`src/rtl/sent_tx_frame_seq.sv`:
```
// SENT transmit frame sequencer.
// Walks SYNC, STATUS, N x DATA, CRC and an optional PAUSE, and hands one symbol
// at a time to the pulse generator over a valid/done handshake. The serial
// message bits ride in the status nibble. The CRC-4 is computed from the
// latched frame data.
module sent_tx_frame_seq #(
  parameter int MAX_NIBBLES = 6,
  parameter int NIB_CNT_W   = 3,
  parameter int FRAME_CNT_W = 8
) (
  input  logic                     clk_tx,
  input  logic                     reset_n_tx,
  input  logic                     enable_i,
  input  logic                     channel_format_i,
  input  logic                     pause_en_i,
  input  logic [NIB_CNT_W-1:0]     nibble_count_i,
  input  logic [1:0]               status_i,
  input  logic [4*MAX_NIBBLES-1:0] data_i,
  input  logic                     data_valid_i,
  output logic                     data_ready_o,
  input  logic [15:0]              short_msg_i,
  input  logic [17:0]              enh_bit2_i,
  input  logic [17:0]              enh_bit3_i,
  output logic                     sym_valid_o,
  output logic [2:0]               sym_type_o,
  output logic [3:0]               data_nibble_o,
  input  logic                     pulse_done_i,
  output logic                     frame_done_o,
  output logic                     msg_done_o,
  output logic                     busy_o,
  output logic [FRAME_CNT_W-1:0]   frame_cnt_o
);

  localparam int IDX_W = $clog2(MAX_NIBBLES + 1);
  localparam int DW    = 4 * MAX_NIBBLES;

  localparam logic [2:0] SYM_SYNC   = 3'd0;
  localparam logic [2:0] SYM_STATUS = 3'd1;
  localparam logic [2:0] SYM_DATA   = 3'd2;
  localparam logic [2:0] SYM_CRC    = 3'd3;
  localparam logic [2:0] SYM_PAUSE  = 3'd4;

  typedef enum logic [2:0] {IDLE, SYNC, STATUS, DATA, CRC, PAUSE} state_t;

  state_t           state_q;
  logic [IDX_W-1:0] idx_q;
  logic [IDX_W-1:0] n_q;
  logic             fmt_q;
  logic             pause_q;
  logic [DW-1:0]    data_q;
  logic [15:0]      short_q;
  logic [17:0]      enh2_q;
  logic [17:0]      enh3_q;
  logic [4:0]       k_q;

  logic             accept;
  logic             frame_end;
  logic             sync_entry;
  logic             msg_latch;
  logic             k_wrap;
  logic [4:0]       k_next;
  logic [IDX_W-1:0] n_eff;
  logic [IDX_W-1:0] nxt_idx;
  logic [DW-1:0]    data_sh;
  logic [3:0]       nxt_nib;
  logic [15:0]      short_sh;
  logic [17:0]      enh2_sh;
  logic [17:0]      enh3_sh;
  logic [3:0]       status_nib;

  // CRC-4 (x^4+x^3+x^2+1, seed 0101) over n data nibbles plus one zero nibble
  function automatic logic [3:0] crc_calc(input logic [DW-1:0] d, input logic [IDX_W-1:0] n);
    logic [3:0]    c;
    logic [3:0]    nib;
    logic [DW-1:0] sh;
    logic          fb;
    c  = 4'b0101;
    sh = d;
    for (int i = 0; i <= MAX_NIBBLES; i++) begin
      nib = (i < int'(n)) ? sh[DW-1 -: 4] : 4'h0;
      sh  = sh << 4;
      if (i <= int'(n)) begin
        for (int b = 3; b >= 0; b--) begin
          fb = c[3] ^ nib[b];
          c  = {c[2:0], 1'b0};
          if (fb) c = c ^ 4'b1101;
        end
      end
    end
    return c;
  endfunction

  // Handshake decode, frame boundaries, nibble clamp and next-symbol values
  always_comb begin
    accept     = sym_valid_o & pulse_done_i;
    frame_end  = accept & (((state_q == CRC) & ~pause_q) | (state_q == PAUSE));
    sync_entry = enable_i & ((state_q == IDLE) | frame_end);
    k_wrap     = (k_q >= (fmt_q ? 5'd17 : 5'd15));
    k_next     = k_wrap ? 5'd0 : k_q + 5'd1;
    msg_latch  = sync_entry & ((state_q == IDLE) | (k_next == 5'd0));

    if (nibble_count_i == '0)
      n_eff = IDX_W'(1);
    else if (int'(nibble_count_i) > MAX_NIBBLES)
      n_eff = IDX_W'(MAX_NIBBLES);
    else
      n_eff = IDX_W'(nibble_count_i);

    nxt_idx = (state_q == DATA) ? idx_q + IDX_W'(1) : '0;
    data_sh = data_q << {nxt_idx, 2'b00};
    nxt_nib = data_sh[DW-1 -: 4];

    short_sh   = short_q << k_q;
    enh2_sh    = enh2_q << k_q;
    enh3_sh    = enh3_q << k_q;
    status_nib = {fmt_q ? enh3_sh[17] : (k_q == 5'd0),
                  fmt_q ? enh2_sh[17] : short_sh[15],
                  status_i};
  end

  // Frame sequencer: state, latched frame setup and all registered outputs
  always_ff @(posedge clk_tx) begin
    if (!reset_n_tx) begin
      state_q       <= IDLE;
      idx_q         <= '0;
      n_q           <= '0;
      fmt_q         <= 1'b0;
      pause_q       <= 1'b0;
      data_q        <= '0;
      short_q       <= '0;
      enh2_q        <= '0;
      enh3_q        <= '0;
      k_q           <= '0;
      data_ready_o  <= 1'b0;
      sym_valid_o   <= 1'b0;
      sym_type_o    <= SYM_SYNC;
      data_nibble_o <= '0;
      frame_done_o  <= 1'b0;
      msg_done_o    <= 1'b0;
      busy_o        <= 1'b0;
      frame_cnt_o   <= '0;
    end else begin
      data_ready_o <= 1'b0;
      frame_done_o <= 1'b0;
      msg_done_o   <= 1'b0;

      if (data_ready_o && data_valid_i) data_q <= data_i;

      if (sync_entry) begin
        n_q          <= n_eff;
        fmt_q        <= channel_format_i;
        pause_q      <= pause_en_i;
        data_ready_o <= 1'b1;
        if (msg_latch) begin
          short_q <= short_msg_i;
          enh2_q  <= enh_bit2_i;
          enh3_q  <= enh_bit3_i;
        end
      end

      case (state_q)
        IDLE: begin
          if (enable_i) begin
            state_q       <= SYNC;
            sym_valid_o   <= 1'b1;
            busy_o        <= 1'b1;
            sym_type_o    <= SYM_SYNC;
            data_nibble_o <= '0;
          end
        end
        SYNC: begin
          if (accept) begin
            state_q       <= STATUS;
            sym_type_o    <= SYM_STATUS;
            data_nibble_o <= status_nib;
          end
        end
        STATUS: begin
          if (accept) begin
            state_q       <= DATA;
            idx_q         <= nxt_idx;
            sym_type_o    <= SYM_DATA;
            data_nibble_o <= nxt_nib;
          end
        end
        DATA: begin
          if (accept) begin
            if (idx_q == n_q - IDX_W'(1)) begin
              state_q       <= CRC;
              sym_type_o    <= SYM_CRC;
              data_nibble_o <= crc_calc(data_q, n_q);
            end else begin
              idx_q         <= nxt_idx;
              data_nibble_o <= nxt_nib;
            end
          end
        end
        CRC: begin
          if (accept && pause_q) begin
            state_q       <= PAUSE;
            sym_type_o    <= SYM_PAUSE;
            data_nibble_o <= '0;
          end
        end
        PAUSE: begin
        end
        default: state_q <= IDLE;
      endcase

      if (frame_end) begin
        frame_done_o  <= 1'b1;
        msg_done_o    <= k_wrap;
        frame_cnt_o   <= frame_cnt_o + FRAME_CNT_W'(1);
        sym_type_o    <= SYM_SYNC;
        data_nibble_o <= '0;
        if (enable_i) begin
          state_q <= SYNC;
          k_q     <= k_next;
        end else begin
          state_q     <= IDLE;
          k_q         <= '0;
          sym_valid_o <= 1'b0;
          busy_o      <= 1'b0;
        end
      end
    end
  end

endmodule

```
`config.mk`:
```
export PLATFORM = sky130hd
export DESIGN_NAME = sent_tx_frame_seq
export DESIGN_NICKNAME = d
export VERILOG_FILES = /design/src/rtl/sent_tx_frame_seq.sv
export SDC_FILE = /design/constraint.sdc
export NUM_CORES = 1
export LEC_CHECK = 0
export BUFFER_PORTS_ARGS = -buffer_cell sky130_fd_sc_hd__buf_4
export CAP_MARGIN = 30
export CORE_UTILIZATION = 58
export DETAILED_ROUTE_END_ITERATION = 10
export PLACE_DENSITY = 0.88
export SKIP_LAST_GASP = 1
export SLEW_MARGIN = 20
export SYNTH_ARGS = -nofsm -noshare
export SYNTH_HDL_FRONTEND = slang
export SYNTH_SLANG_ARGS = --single-unit
export TNS_END_PERCENT = 10
```
`constraint.sdc`:
```
create_clock -name clk_tx -period 6 [get_ports clk_tx]
set_input_delay 0.3 -clock clk_tx [delete_from_list [all_inputs] [get_ports clk_tx]]
set_output_delay 0.3 -clock clk_tx [all_outputs]
set_load 0.02 [all_outputs]
```
==> key figures <==
STA
  • # setup viols final: 0
  • RSZ-0062 raised after global routing: no
  • Highest achievable clock rate: 186.1 MHz
  • Final min period: 5.373 ns
  • Relative slew slack: 36.14%
  • Clock skew: 0.01237 ns
  • Fin. Hold Viols: 0
  • Setup TNS: 0 ns
  • Pins Over Slew Limit: 0
  • Hold Slack: 0.1746 ns
  • Worst-Margin Slew: 0.9579 ns
  • Final period util: 89.54%

Worst hold path
  • Origin of the worst min-delay path: enh_bit2_i[2]
  • Worst hold path class: input port to register
  • Worst hold endpoint: enh2_q[2]$_SDFFE_PN0P_
  • Worst Hold Path Cells: 3

Cells and area
  • Ant. Diodes: 0
  • # nets final: 990
  • Fraction of layout cells with a size suffix above 1: 19.78%
  • Area added between synthesis and finish: 16.53%
  • Post-Route Utilization: 69.84%

Route
  • Total Routed Length: 17,560 um
  • DR WL/cell: 16.92 um
  • DRC Markers: 2
  • Routed Antenna Nets: 0
  • Total iterations of the first detailed-routing run: 7
  • Initial drt markers: 435
  • Vias per cell: 6.019
  • Via count: 6,248

Logic synthesis
  • Compound-gate portion of the synthesized area: 16.50%
  • Synth unique cells: 77
  • Mapped Cells: 816
  • Simple-gate share of the synthesized area: 19.69%
  • Largest family of logic cells by synthesized area: simple AND/OR/NAND/NOR gates
  • Syn_area_per_cell: 8.458 um2
  • Mapped cell area: 6902 um2
  • Portion of netlist area occupied by mux cells: 16.15%
  • Register area share after synthesis: 32.49%
  • Post-synth EDFFs: 0
  • Syn Nets: 916
  • Post-Synth XOR/XNOR Area: 9.137%
  • Post-synthesis adder-cell area fraction: 2.175%
  • Most used DFF post-synth: dfxtp_1
  • Post-synth ARST share: 0%
  • Seq cells post-synth: 112
  • Syn. warnings: 0

Outcome
  • Violated checks: design-rule violations
  • Status: finished, violations left

GRT
  • Vias in the first global route: 6,121
  • GRT overflow: 0
  • Met1 usage: 33.95%
  • Initial antenna violation count: 0
  • Met3 Usage GRT: 4.811%
  • Global routing's busiest layer: met2
  • Gr usage total: 28.95%
  • Largest net degree at the start of global routing: 93
  • Met2 global-route usage: 50.90%
  • First-pass GRT wire length: 28,900 um

Setup path
  • CP Launch Type: register
  • Cell count of the worst reg-to-reg path: 17
  • Setup CP Type: register to register
  • WP data arrival: 5.63 ns
  • R2r setup slk: 0.63 ns
  • Worst R2R Start: n_q[1]$_SDFFE_PN0P_
  • Required time worst endpoint: 6.25 ns
  • Critical path endpoint category: register
  • CP max FO: 16
  • Reg2reg end: data_nibble_o[2]$_SDFFE_PP0P_

Die
  • Chip Height: 111.1 um
  • Starting Density: 59.93%
  • Die area: 12,340 um2
  • Rows: 39
  • Die width: 111.1 um
  • Core ar.: 11,520 um2
  • Ports: 108

Clock tree
  • H-Tree Depth: 3
  • CTS Buf Count: 9
  • TritonCTS clock tree: built
  • TritonCTS sink count: 112
  • CTS Root Cell: clkbuf_16
  • Worst-path clk slew: 0.08 ns
  • Clock Latency Late Sink: 0.36 ns
  • CTS max path bufs: 2
  • Post-CTS Hold Fix Bufs: 0
  • # resized after CTS: 0
  • Post-CTS Setup Bufs: 0

Power
  • Power Dens Cells: 266.1 nW/um2
  • Pleak: 3.227 nW
  • Worst ir drop on vdd: 0.2028 mV

Place
  • HPWL after DPL: 12,650 um
  • Quantity of I/O buffers inserted on ports: 107
  • Gp weighted congestion: 0.9280

Run
  • Max_cap viols: 0
sequential cells by signal, indices dropped and copies added (netlist names), 4 cells and up:
register	cells
enh2_q	18
frame_cnt_o	8
data_nibble_o	4
k_q	5
short_q	16
enh3_q	18
data_q	24
critical path: stages, from the launching register on:
cell and delay (ns):
dfxtp_1 0.67, inv_1 0.21, ha_1 0.35, nor2b_1 0.18
or3_1 0.40, and2_1 0.20, o311ai_1 0.44, o21ai_1 0.27
a21o_1 0.24, and3_1 0.19, a211o_1 0.31, a211o_1 0.31
a211o_1 0.34, and4_1 0.22, o31ai_2 0.33, o21ai_1 0.17
a31o_1 0.24, a31o_1 0.20
worst max path at each step:
stage | from | end | slack (ns) | cells past startpoint
floorplan | n_q[1]$_SDFFE_PN0P_ | data_nibble_o[2]$_SDFFE_PP0P_ | 1.40 | 18
global route | n_q[1]$_SDFFE_PN0P_ | data_nibble_o[0]$_SDFFE_PP0P_ | 0.26 | 17
global placement | n_q[1]$_SDFFE_PN0P_ | data_nibble_o[2]$_SDFFE_PP0P_ | 0.93 | 17
finish | n_q[1]$_SDFFE_PN0P_ | data_nibble_o[2]$_SDFFE_PP0P_ | 0.63 | 17
CTS | n_q[1]$_SDFFE_PN0P_ | data_nibble_o[3]$_SDFFE_PP0P_ | 0.70 | 17
detailed placement | n_q[1]$_SDFFE_PN0P_ | data_nibble_o[2]$_SDFFE_PP0P_ | 0.72 | 17
cell usage in the layout, fill, tap and decap left out, types with 3 or more instances in the layout:
master     Yosys  routed
nor2_1       114     114
dfxtp_1      112     112
buf_4          1     111
nand2_1      102     102
mux2i_1       67      67
a21oi_1       51      51
o21ai_0       37      37
xnor2_1       31      31
xor2_1        23      23
nand3_1       18      18
inv_1         16      15
mux4_2        15      15
ha_1          12      12
or3_1         10      10
nor3_1         9       9
a211oi_1      10       9
clkbuf_16      0       9
nor2b_1        7       7
a31oi_1        7       7
and3_1         7       7
o22ai_1        7       7
o211ai_1       6       6
and2_1         5       5
nand2b_1       5       5
a21o_1         5       5
nand4_1        5       5
mux2_2         5       5
a21boi_0       4       4
o21ai_1        4       4
a311oi_1       4       4
a211o_1        4       4
a22oi_1        4       4
a21oi_2        3       3
a31o_2         4       3
and4_1         3       3
layout make-up:
cell class,instances,area (um2)
Inverter,16,60.06
Multi-Input combinational cell,638,4407
Clock inverter,7,83.83
Timing Repair Buffer,113,845.8
Sequential cell,112,2242
Clock buffer,9,225.2
Fill cell,870,3473
Tap cell,143,178.9
cell usage after synthesis (7+ instances only):
cell        n  share of area, %
a211oi_1   10               1.1
nor3_1      9              0.65
inv_1      16              0.87
nand2_1   102               5.5
o22ai_1     7              0.63
o21ai_0    37               2.7
nor2_1    114               6.2
mux4_2     15               4.9
or3_1      10              0.91
ha_1       12               2.2
xor2_1     23               2.9
a31oi_1     7              0.63
nand3_1    18               1.3
mux2i_1    67               9.7
xnor2_1    31               3.9
a21oi_1    51               3.7
clkbuf_1   37               2.0
and3_1      7              0.63
nor2b_1     7              0.63
dfxtp_1   112                32
power by group:
group	switching [mW]	internal, mW	total, mW	leakage [nW]
Combinational	0.375	0.310	0.686	2.16
Sequential	0.0442	0.790	0.834	0.915
Clock	0.287	0.333	0.620	0.154
Total	0.707	1.43	2.14	3.23
through the flow:
step           worst slack (ns)  std cells  total power [mW]  cell area [um2]
2_1_floorplan             1.399        816             1.361             6902
3_3_place_gp             0.9295       1020             1.497             7721
3_5_place_dp             0.7165       1020             1.518             7721
4_1_cts                  0.7000       1036             2.135             8030
5_1_grt                  0.2559       1038             2.241             8043
6_report                 0.6273       1038             2.140             8043
routing by layer:
metal / up-vias / wire (um)
met3: 44 / 1021
met5: - / 0
met4: 0 / 592
met2: 189 / 8795
met1: 2983 / 7154
li1: 3032 / -
logic make-up (layout without fill, tap and decap cells):
group	after synthesis	after routing
xor gates and xnor gates	61	61
AOI/OAI and AO/OA	173	173
muxes	90	90
and+or+nand+nor	302	302
DFF	112	112
adders and majority gates	12	12
buffers and inverters	66	145
Note: power is estimated with default switching activity, not from simulation.
